==> src/rtl/cmp_frame_scheduler.sv <==
// cmp_frame_scheduler: capture sequencer that packs comparator samples into framed 80-bit GTH words
//
// Ports (all in the sample_clk domain, every output registered):
//   sample_clk  in   clock
//   reset       in   asynchronous active-high reset, clears all state
//   start       in   frame request, only acted on in IDLE
//   cmp_ref     in   registered ref comparator sample
//   cmp_s11     in   registered S11 comparator sample
//   cmp_s21     in   registered S21 comparator sample
//   swing_out   out  common swing stimulus, toggles every SWING_HALF cycles during CAPTURE
//   trigger     out  one-cycle scope pulse while the header word is presented
//   gth_data    out  80-bit word to GTH TX, held between updates
//   gth_valid   out  one-cycle strobe when gth_data takes a header, payload or tail word
//   busy        out  high from HEADER through TAIL
//   frame_cnt   out  completed frame count, wraps
//
// Optional feature: define CMP_FRAME_STATS_EN to fill the tail word with per-channel
// ones counts; otherwise the tail statistics field is zero and no counters exist.
module cmp_frame_scheduler #(
    parameter int FRAME_LEN  = 16,
    parameter int SWING_HALF = 32
) (
    input  logic        sample_clk,
    input  logic        reset,
    input  logic        start,
    input  logic        cmp_ref,
    input  logic        cmp_s11,
    input  logic        cmp_s21,
    output logic        swing_out,
    output logic        trigger,
    output logic [79:0] gth_data,
    output logic        gth_valid,
    output logic        busy,
    output logic [15:0] frame_cnt
);
    localparam logic [1:0]  S_IDLE     = 2'd0;
    localparam logic [1:0]  S_HEADER   = 2'd1;
    localparam logic [1:0]  S_CAPTURE  = 2'd2;
    localparam logic [1:0]  S_TAIL     = 2'd3;
    localparam logic [79:0] FILL_WORD  = {10{8'hBC}};
    localparam logic [15:0] FRAME_LEN16 = 16'(FRAME_LEN);
    localparam logic [15:0] LAST_IDX   = 16'(FRAME_LEN - 1);
    localparam logic [31:0] SWING_LAST = 32'(SWING_HALF - 1);

    logic [1:0]  state_q, state_d;
    logic [79:0] gth_data_q, gth_data_d;
    logic        gth_valid_q, gth_valid_d;
    logic        trigger_q, trigger_d;
    logic        busy_q, busy_d;
    logic        swing_q, swing_d;
    logic [31:0] swing_cnt_q, swing_cnt_d;
    logic [4:0]  sample_cnt_q, sample_cnt_d;
    logic [15:0] word_idx_q, word_idx_d;
    logic [15:0] frame_cnt_q, frame_cnt_d;
    // Holds the 25 previous triplets; the 26th is taken straight from the inputs
    // on the latching edge, so the full 78-bit packer is {pack_q, triplet}.
    logic [74:0] pack_q, pack_d;
    logic [2:0]  triplet;
    logic [47:0] stats48;

    assign triplet = {cmp_ref, cmp_s11, cmp_s21};

`ifdef CMP_FRAME_STATS_EN
    logic [15:0] ones_ref_q, ones_ref_d;
    logic [15:0] ones_s11_q, ones_s11_d;
    logic [15:0] ones_s21_q, ones_s21_d;

    function automatic logic [15:0] sat_inc(input logic [15:0] v, input logic b);
        return (b && v != 16'hFFFF) ? v + 16'd1 : v;
    endfunction

    always_comb begin
        ones_ref_d = ones_ref_q;
        ones_s11_d = ones_s11_q;
        ones_s21_d = ones_s21_q;
        if (state_d == S_HEADER) begin
            ones_ref_d = '0;
            ones_s11_d = '0;
            ones_s21_d = '0;
        end else if (state_q == S_CAPTURE) begin
            ones_ref_d = sat_inc(ones_ref_q, cmp_ref);
            ones_s11_d = sat_inc(ones_s11_q, cmp_s11);
            ones_s21_d = sat_inc(ones_s21_q, cmp_s21);
        end
    end

    always_ff @(posedge sample_clk or posedge reset) begin
        if (reset) begin
            ones_ref_q <= '0;
            ones_s11_q <= '0;
            ones_s21_q <= '0;
        end else begin
            ones_ref_q <= ones_ref_d;
            ones_s11_q <= ones_s11_d;
            ones_s21_q <= ones_s21_d;
        end
    end

    assign stats48 = {ones_ref_q, ones_s11_q, ones_s21_q};
`else
    assign stats48 = 48'h0;
`endif

    always_comb begin
        state_d      = state_q;
        gth_data_d   = gth_data_q;
        gth_valid_d  = 1'b0;
        trigger_d    = 1'b0;
        swing_d      = swing_q;
        swing_cnt_d  = swing_cnt_q;
        sample_cnt_d = sample_cnt_q;
        word_idx_d   = word_idx_q;
        frame_cnt_d  = frame_cnt_q;
        pack_d       = pack_q;
        case (state_q)
            S_IDLE: begin
                gth_data_d = FILL_WORD;
                if (start) begin
                    state_d      = S_HEADER;
                    gth_data_d   = {16'hA5C3, frame_cnt_q, FRAME_LEN16, 32'h0};
                    gth_valid_d  = 1'b1;
                    trigger_d    = 1'b1;
                    sample_cnt_d = '0;
                    word_idx_d   = '0;
                end
            end
            S_HEADER: begin
                state_d     = S_CAPTURE;
                swing_d     = 1'b0;
                swing_cnt_d = '0;
            end
            S_CAPTURE: begin
                pack_d      = {pack_q[71:0], triplet};
                swing_d     = (swing_cnt_q == SWING_LAST) ? ~swing_q : swing_q;
                swing_cnt_d = (swing_cnt_q == SWING_LAST) ? '0 : swing_cnt_q + 32'd1;
                if (sample_cnt_q == 5'd25) begin
                    sample_cnt_d = '0;
                    gth_data_d   = {pack_q, triplet, word_idx_q[1:0]};
                    gth_valid_d  = 1'b1;
                    word_idx_d   = word_idx_q + 16'd1;
                    if (word_idx_q == LAST_IDX) begin
                        state_d     = S_TAIL;
                        swing_d     = 1'b0;
                        swing_cnt_d = '0;
                    end
                end else begin
                    sample_cnt_d = sample_cnt_q + 5'd1;
                end
            end
            default: begin
                // The tail word is emitted on the edge leaving TAIL, one cycle after the last payload word.
                state_d     = S_IDLE;
                gth_data_d  = {16'h3C5A, frame_cnt_q, stats48};
                gth_valid_d = 1'b1;
                frame_cnt_d = frame_cnt_q + 16'd1;
            end
        endcase
        busy_d = (state_d != S_IDLE);
    end

    always_ff @(posedge sample_clk or posedge reset) begin
        if (reset) begin
            state_q      <= S_IDLE;
            gth_data_q   <= FILL_WORD;
            gth_valid_q  <= 1'b0;
            trigger_q    <= 1'b0;
            busy_q       <= 1'b0;
            swing_q      <= 1'b0;
            swing_cnt_q  <= '0;
            sample_cnt_q <= '0;
            word_idx_q   <= '0;
            frame_cnt_q  <= '0;
            pack_q       <= '0;
        end else begin
            state_q      <= state_d;
            gth_data_q   <= gth_data_d;
            gth_valid_q  <= gth_valid_d;
            trigger_q    <= trigger_d;
            busy_q       <= busy_d;
            swing_q      <= swing_d;
            swing_cnt_q  <= swing_cnt_d;
            sample_cnt_q <= sample_cnt_d;
            word_idx_q   <= word_idx_d;
            frame_cnt_q  <= frame_cnt_d;
            pack_q       <= pack_d;
        end
    end

    assign swing_out = swing_q;
    assign trigger   = trigger_q;
    assign gth_data  = gth_data_q;
    assign gth_valid = gth_valid_q;
    assign busy      = busy_q;
    assign frame_cnt = frame_cnt_q;
endmodule

==> config.mk <==
export PLATFORM = sky130hd
export DESIGN_NAME = cmp_frame_scheduler
export DESIGN_NICKNAME = d
export VERILOG_FILES = /design/src/rtl/cmp_frame_scheduler.sv
export SDC_FILE = /design/constraint.sdc
export NUM_CORES = 1
export LEC_CHECK = 0
export ABC_AREA = 1
export ABC_CLOCK_PERIOD_IN_PS = 11500
export BUFFER_PORTS_ARGS = -buffer_cell sky130_fd_sc_hd__buf_2
export CAP_MARGIN = 30
export CORE_MARGIN = 3
export CORE_UTILIZATION = 45
export DETAILED_ROUTE_END_ITERATION = 12
export MAX_ROUTING_LAYER = met4
export PLACE_DENSITY = 0.64
export SETUP_SLACK_MARGIN = 0.2
export SLEW_MARGIN = 20
export SYNTH_ARGS = -nofsm -noshare
export SYNTH_HDL_FRONTEND = slang
export SYNTH_SLANG_ARGS = --single-unit
==> constraint.sdc <==
create_clock -name sample_clk -period 11.5 [get_ports sample_clk]
set_input_delay 2.3 -clock sample_clk [delete_from_list [all_inputs] [get_ports sample_clk]]
set_output_delay 2.3 -clock sample_clk [all_outputs]
set_load 0.1 [all_outputs]
# After elaboration in Yosys (flattened, before gate mapping)

Index checks and enable logic that the tools add are counted.

Register bits: 230
Word-level logic and storage cells: 57

$add $sub $neg: 4
Equality and inequality tests: 7
Multiplexer cells: 25
Bitwise logic cells: 2
Reductions and logical operators: 8

Operators with widths:

| operator                | number |
|---|---|
| $pmux W80 S3            | 1 |
| $mux W32                | 3 |
| $mux W80                | 1 |
| $mux W77                | 1 |
| $pmux W32 S2            | 1 |
| $add A16 B1 Y16 const B | 2 |
| $add A32 B1 Y32 const B | 1 |
| $eq A32 B5 Y1 const B   | 1 |
| $mux W16                | 2 |
| $pmux W16 S2            | 1 |
| $eq A16 B4 Y1 const B   | 1 |
| $mux W5                 | 2 |
| $pmux W5 S2             | 1 |
| $mux W1                 | 6 |
| $mux W2                 | 3 |
| $pmux W2 S3             | 1 |
| $reduce_bool A2 Y1      | 3 |
| $add A5 B1 Y5 const B   | 1 |
| $eq A5 B5 Y1 const B    | 1 |
| $ne A2 B2 Y1 const B    | 2 |
| $reduce_and A2 Y1       | 2 |
| $pmux W1 S3             | 1 |
| $reduce_and A3 Y1       | 1 |
| $reduce_or A3 Y1        | 1 |
| other kinds (5)         | 6 |

# Longest topological paths before layout

Gate-level depths: netlist of run 1.

Word-level depth: 5
Gate-level depth with buffers: 12

# Worst setup path after synthesis of run 1

OpenSTA, ideal clock, no wires.

Kind: flip-flop to output port
Start: register frame_cnt_q[10], in the netlist frame_cnt[10]
End: output frame_cnt[10]
Arrival time: 0.979 ns
Required time: 9.200 ns
Slack: 8.221 ns
Cell stages (with the launch flop): 1
Path buffers: 0
Path through: dfrtp_1

RTL lines:

| item                   | line | source |
|---|---|---|
| from (decl)            | 54   | `logic [15:0] frame_cnt_q, frame_cnt_d;` |
| from (signal assigned) | 184  | `frame_cnt_q <= frame_cnt_d;` |
| to (decl)              | 34   | `output logic [15:0] frame_cnt` |

No word-level cell between the ends.

# Worst setup path in the final report of run 1

Start: register gth_data_q[71], in the netlist gth_data[71]
End: output gth_data[71]

RTL lines:

| item                   | line | source |
|---|---|---|
| from (decl)            | 46   | `logic [79:0] gth_data_q, gth_data_d;` |
| from (signal assigned) | 176  | `gth_data_q <= gth_data_d;` |
| to (decl)              | 31   | `output logic [79:0] gth_data,` |

No word-level cell between the ends.

==> metrics.md, run 1 <==
| Metric | Value |
|---|---|
| Highest clock rate | around 260 MHz |
| Vias/cell | 5.06 |
| Register Area | 5820 sq um |
| Remaining DRCs | 0 |
| Unique cell type count in the Yosys netlist | 36 |
| # Post-CTS Setup Buffers | 0 |
| Startpoint Class | flip-flop |
| Wire per inst | 15.0 microns |
| P per Cell Area | approximately 330 nW/um^2 |
| Crit-path cells | buf_2 |
| Remaining global-route overflow | 0 |
| Placed Cells | about 1,600 |
| Clock skew | 0.0200 ns |
| Hold_ws | 0.472 ns |
| Syn Nets | 1,236 |
| Most frequent cells in the layout | 385 x nand2_1, 180 x dfrtp_1, 125 x nor2_1, 105 x buf_2, 94 x inv_1 |
| H-tree depth | 1 |
| Pre-Repair DR Iteration Count | 5 |
| Final non-filler cell total | 1,617 |
| Max Cap Viol | 0 |
| CORE AREA | 22,700 sq um |
| RSZ-0062 raised after global routing | no |
| Crit-path max FO | 2 |
| Setup-failing EPs final | 0 |
| Setup crit end kind | output pin |
| Io pins | 106 |
| Mapped Area | 10,400 sq um |
| Worst setup path class | flip-flop to output pin |
| CTS Sinks | between 200 and 250 |
| Input/output buffers | 105 |
| Worst Tran Pin Value | approximately 0.95 ns |
| Post-CTS resize count | 0 |
| Slowest stage cell, crit path | dfstp_2 |
| Initial antenna violation count | 0 |
| Sequential share of the synthesized area | 55.9% |
| Fillers | 2,130 |
| Routability cong. | approximately 0.88 |
| Number of CTS-inserted buffers | 25 |
| Leakage | 5.91 nW |
| Crit path max-delay family | flip-flops |
| Synthesized flop and latch total | 230 |
| Root Driver | clkbuf_16 |
| Syn Area/Cell | 8.52 sq um |
| Arrival time of the worst setup path | 1.53 ns |
| Site row count | 55 |
| Fin Setup TNS | 0 ns |
| Gr usage total | 20.2% |
| Vias in the first global route | ~7,600 |
| Worst EP required | roughly 9.2 ns |
| Multi-input logic area | 3950 sq um |
| Layout area overhead | 15.8% |
| Routed via count | 8,182 |
| Min Tclk post-route | about 3.8 ns |
| Relative slew margins | ~36% |
| Routed wl met2 | roughly 11,000 microns |
| Count of pins over their slew limit | 0 |
| Status | completed |
| Highest routed layer | met4 |
| Initial DRC Count | 482 |
| CTS tree | done |
| Most common cell after layout, fill and taps aside | nand2_1 |
| Antenna viol nets, final | 0 |
| Largest net degree at the start of global routing | slightly below 90 |
| Metal1 wirelength | 11,200 microns |
| Clk_lat worst skew | 0.52 ns |
| Synth Warn # | 0 |
| Die height | 158 microns |
| CTS Hold Buffers Added | 0 |
| Final period utilization | 33.3% |
| DRT Wirelength | 24,300 microns |
| Worst min-delay path class | flip-flop to flip-flop |
| Critical Path Max Stage Delay | ~0.57 ns |
| Clock buffer depth | 3 |
| Die extent in x | between 150 and 200 microns |
| Final Hold Fails | 0 |
| Met3 wire len | 1220 microns |
| Fin util | 53.1% |
| Clock-pin slew on the worst setup and hold paths | 0.06 ns |
| Layout cells sized above 1 | 18.2% |
| Post-synthesis cell count | around 1,200 |
| WP buf/inv | 1 |
| DP Wirelength | about 16,000 microns |
| Final layout net count | 1,328 |
| Die area | 25,000 sq um |
| VDD IR-drop max | about 0.00019 V |
| Initial core utilization | between 40 and 50% |
| First-pass GRT wire length | between 30,000 and 40,000 microns |
| Number of diodes | 0 |
worst register-to-register path, delay by kind of cell (launching register included):
family	cells	cell delay, ns
compound gates	1	0.18
fa+ha+maj	1	0.14
buf+inv	5	1.42
flops	1	0.40
simple gates	5	0.69
power breakdown:
group	switching, W	leakage [nW]	internal, W
logic	0.00146	2.73	0.000341
clock network	0.000322	0.437	0.000520
registers	0.000202	2.74	0.00117
total	0.00198	5.91	0.00203
through the flow:
step	area (sq um)	setup slack, ns	total power [W]
finish	12100	7.67	0.00401
global placement	11100	7.38	0.00315
floorplan	10400	2.98	0.00287
detailed placement	11100	7.35	0.00319
CTS	12000	7.66	0.00404
global route	12100	7.64	0.00426
cells in the mapped netlist:
master	n	area [sq um]
nor2_4	4	45.0
nor3_4	1	16.3
nor3_1	9	45.0
nand2_4	1	11.3
buf_4	3	22.5
nor2_2	9	56.3
a21oi_1	13	65.1
o211ai_1	1	7.51
nand3_2	2	20.0
or2_2	1	6.26
clkbuf_2	1	5.00
o21a_1	1	7.51
nand2_2	7	43.8
nand3_1	69	345
dfstp_2	50	1310
inv_4	1	6.26
nor2_1	125	469
inv_2	8	30.0
nand4_1	28	175
nand3b_1	1	7.51
o21bai_1	2	15.0
xor2_1	18	158
inv_1	95	357
a31oi_1	51	319
buf_6	6	67.6
nand2_1	385	1450
xnor2_1	10	87.6
o21ai_1	11	55.1
buf_2	18	90.1
ha_1	9	113
clkbuf_1	20	75.1
o22ai_1	2	12.5
nor3b_1	1	7.51
a21oi_4	1	16.3
o21ai_0	77	385
dfrtp_1	180	4500
state kept, by name, indices dropped and copies added, names as in the netlist:
name	flops
pack_q	75
word_idx_q	16
sample_cnt_q	5
swing_out	1
trigger	1
swing_cnt_q	32
frame_cnt	16
gth_data	80
busy	1
state_q	2
gth_valid	1
final cells by class:
type / count / area share, %
clock inverter: 10 / 1.15
multi-input combinational: 839 / 32.7
clock buffer: 36 / 6.20
sequential: 230 / 48.3
inverter: 104 / 3.33
tap: 285 / 2.96
timing repair buffer: 113 / 5.36
path summary, 6_finish.rpt:
check | cells past startpoint | from | slack [ns] | to
max reg2reg | 12 | sample_cnt_q[1] | 8.55 | gth_data[70]
min in group asynchronous | 2 | reset | 1.86 | swing_cnt_q[22]
min | 2 | pack_q[39] | 0.47 | pack_q[39]
max in group asynchronous | 3 | reset | 8.32 | pack_q[15]
min reg2reg | 2 | pack_q[39] | 0.47 | pack_q[39]
max | 1 | gth_data[71] | 7.67 | gth_data[71]
cell families after synthesis:
| logic type | count (synthesis) | share of synthesized area [%] |
|---|---|---|
| AOI/OAI and AO/OA | 159 | 8.49 |
| xor gates and xnor gates | 28 | 2.36 |
| adders and majority gates | 9 | 1.08 |
| buffers and inverters | 152 | 6.28 |
| DFF | 230 | 55.9 |
| and+or+nand+nor | 643 | 25.9 |
layer usage:
metal  GRT usage (%)  vias up
met5               -        -
met4            5.08        0
met3            2.60       37
met2            31.3      161
met1            28.4     3856
li1                -     4128
Note: power is estimated with default switching activity, not from simulation.
==> run 2: changes to the inputs <==
- ABC_CLOCK_PERIOD_IN_PS: 11500 -> 3450
- PLACE_DENSITY: 0.64 -> 0.66
- clock period: 11.5 -> 3.45 ns (I/O delays scaled with it)
==> run 2 against run 1 <==
  * Setup slack got worse by 6.8 ns
  * Utilization decreased by 0.18 points
  * Clock-buffer cell count shrank 1
  * Routed wire length up 0.97%
  * Highest routed layer unchanged
  * Via count up 2.3%
  * Non-clock buffer count up 3
  * Sequential share of layout area up 0.16 points
  * First-iteration DRC count is 23% higher
==> metrics.md, run 2 (synthesis gave the netlist of run 1 again) <==
| Metric | Value |
|---|---|
| Status | completed |
| Input/output buffers | around 110 |
| Number of CTS-inserted buffers | 25 |
| Die height | 158 microns |
| Max Cap Viol | 0 |
| DRT Wirelength | roughly 24,000 microns |
| Min Tclk post-route | between 2 and 3 ns |
| Clock buffer depth | 3 |
| Design Area, Final | 12,000 sq um |
| Setup slack, reg-to-reg | 0.90 ns |
| CTS Hold Buffers Added | 0 |
| Final Hold Fails | 0 |
| Routability cong. | 0.880 |
| Pre-Repair DR Iteration Count | 5 |
| Setup-failing EPs final | 0 |
| FF-to-FF Start | state_q[0] |
| Clk pwr share | 20.4% |
| Clk_lat worst skew | 0.52 ns |
| Worst setup path class | flip-flop to flip-flop |
| Crit-path max FO | 15 |
| Worst EP required | 3.83 ns |
| Gr usage total | 20.2% |
| Post-CTS resize count | 0 |
| Layout area overhead | 15.5% |
| Worst min-delay path class | input port to async pin |
| Largest net degree at the start of global routing | between 70 and 80 |
| Arrival time of the worst setup path | ~2.9 ns |
| Reported net switching power | between 0.006 and 0.007 W |
| Die area | 25,000 sq um |
| Hold_ws | between 0.2 and 0.3 ns |
| Site row count | 55 |
| Final period utilization | 74.0% |
| VDD IR-drop max | 0.000625 V |
| Root Driver | clkbuf_16 |
| Antenna viol nets, final | 0 |
| Clock-pin slew on the worst setup and hold paths | 0.06 ns |
| Die extent in x | 158 microns |
| Remaining global-route overflow | 0 |
| Final non-filler cell total | 1,620 |
| Internal power | 0.00665 W |
| Worst Tran Pin Value | 0.763 ns |
| DP Wirelength | 16,700 microns |
| Combinational Power Share | 45.2% |
| Vias/cell | 5.17 |
| Setup crit end kind | flip-flop |
| Wire per inst | 15.1 microns |
| Remaining DRCs | 0 |
| RR Endpoint | gth_data[57] |
| H-tree depth | 1 |
| Total placed instance area | 11,200 sq um |
| Final layout net count | 1,331 |
| Number of diodes | 0 |
| Placed Cells | 1,574 |
| CTS tree | done |
| Switch share | between 40% and 50% |
| RSZ-0062 raised after global routing | no |
| Crit path capture | gth_data[57] |
| Startpoint Class | flip-flop |
| R2r worst-path depth | 9 |
| Highest clock rate | 392 MHz |
| Initial core utilization | 45.8% |
| Most common cell after layout, fill and taps aside | nand2_1 |
| Max FFs per register | 80 |
| Io pins | 106 |
| CTS Sinks | 230 |
| Fin util | 52.9% |
| Most frequent cells in the layout | 385 x nand2_1, 180 x dfrtp_1, 125 x nor2_1, 105 x buf_2, 94 x inv_1 |
| Clock skew | 0.0126 ns |
| Initial DRC Count | just under 600 |
| Leakage | 5.88 nW |
| P per Cell Area | 1110 nW/um^2 |
| CP startpoint | state_q[0] |
| Vias in the first global route | a little under 8,000 |
| Relative slew margins | between 40 and 50% |
| CORE AREA | 22,700 sq um |
| Fin Setup TNS | 0 ns |
| # Post-CTS Setup Buffers | 0 |
| Initial antenna violation count | 0 |
| Count of pins over their slew limit | 0 |
| Routed via count | 8,374 |
| First-pass GRT wire length | 40,100 microns |
| Layout cells sized above 1 | 18.1% |
| Sequential Power Share | 34.4% |
[run 2: cell count changes in the layout (fill, tap and decap cells not counted), moves of 2 or more]
cell / change
clkbuf_8: -6
clkinvlp_4: +2
buf_16: -3
buf_4: +2
buf_12: +4
clkbuf_1: +5
[run 2: how the worst min path moves through the flow]
stage	slack [ns]	cells after the start	start	endpoint
after floorplan	0.44	2	pack_q[74]	pack_q[74]
after global placement	0.45	2	pack_q[20]	pack_q[20]
after detailed placement	0.46	2	pack_q[9]	pack_q[9]
after CTS	0.29	2	reset	pack_q[24]
after global routing	0.32	2	reset	pack_q[24]
final	0.29	2	reset	pack_q[21]
[run 2: worst max-delay path: stages, from the launching register on]
cell and delay, ns:
dfrtp_1 0.41, inv_1 0.14, ha_1 0.33, inv_2 0.10, nor2_2 0.58, inv_2 0.29
nand2_1 0.26, nor2_1 0.09, a21oi_1 0.12, o21ai_0 0.08
[run 2: routing by layer]
metal	vias to the layer above	wire (microns)	GRT usage, %	share of wire (%)
li1	4129	-	-	-
met2	190	11700	32.5	48
met5	-	0	-	0
met4	0	404	3.73	1.6
met3	38	1200	3.09	4.9
met1	4017	11200	27.6	46
[run 2: power groups by stage]
stage / Clock [W] / Sequential [W] / Combinational (W)
after floorplan: 0 / 0.00746 / 0.00211
after global placement: 0 / 0.00457 / 0.00595
after detailed placement: 0 / 0.00459 / 0.00605
after CTS: 0.00278 / 0.00456 / 0.00606
after global routing: 0.00288 / 0.00468 / 0.00648
final: 0.00271 / 0.00456 / 0.00601
[run 2: final cells by class]
| class | count | area [sq um] |
|---|---|---|
| fill | 2098 | 10700 |
| clock buffer | 35 | 683 |
| clock inverter | 11 | 154 |
| tap | 285 | 357 |
| inverter | 104 | 398 |
| sequential | 230 | 5820 |
| multi-input combinational | 839 | 3950 |
| timing repair buffer | 116 | 658 |
[run 2: per-stage QoR]
stage          power [W]  setup WS [ns]
4_1_cts           0.0134          0.939
6_report          0.0133          0.898
5_1_grt           0.0140          0.702
3_5_place_dp      0.0106          0.932
3_3_place_gp      0.0105          0.995
2_1_floorplan    0.00957         -0.207
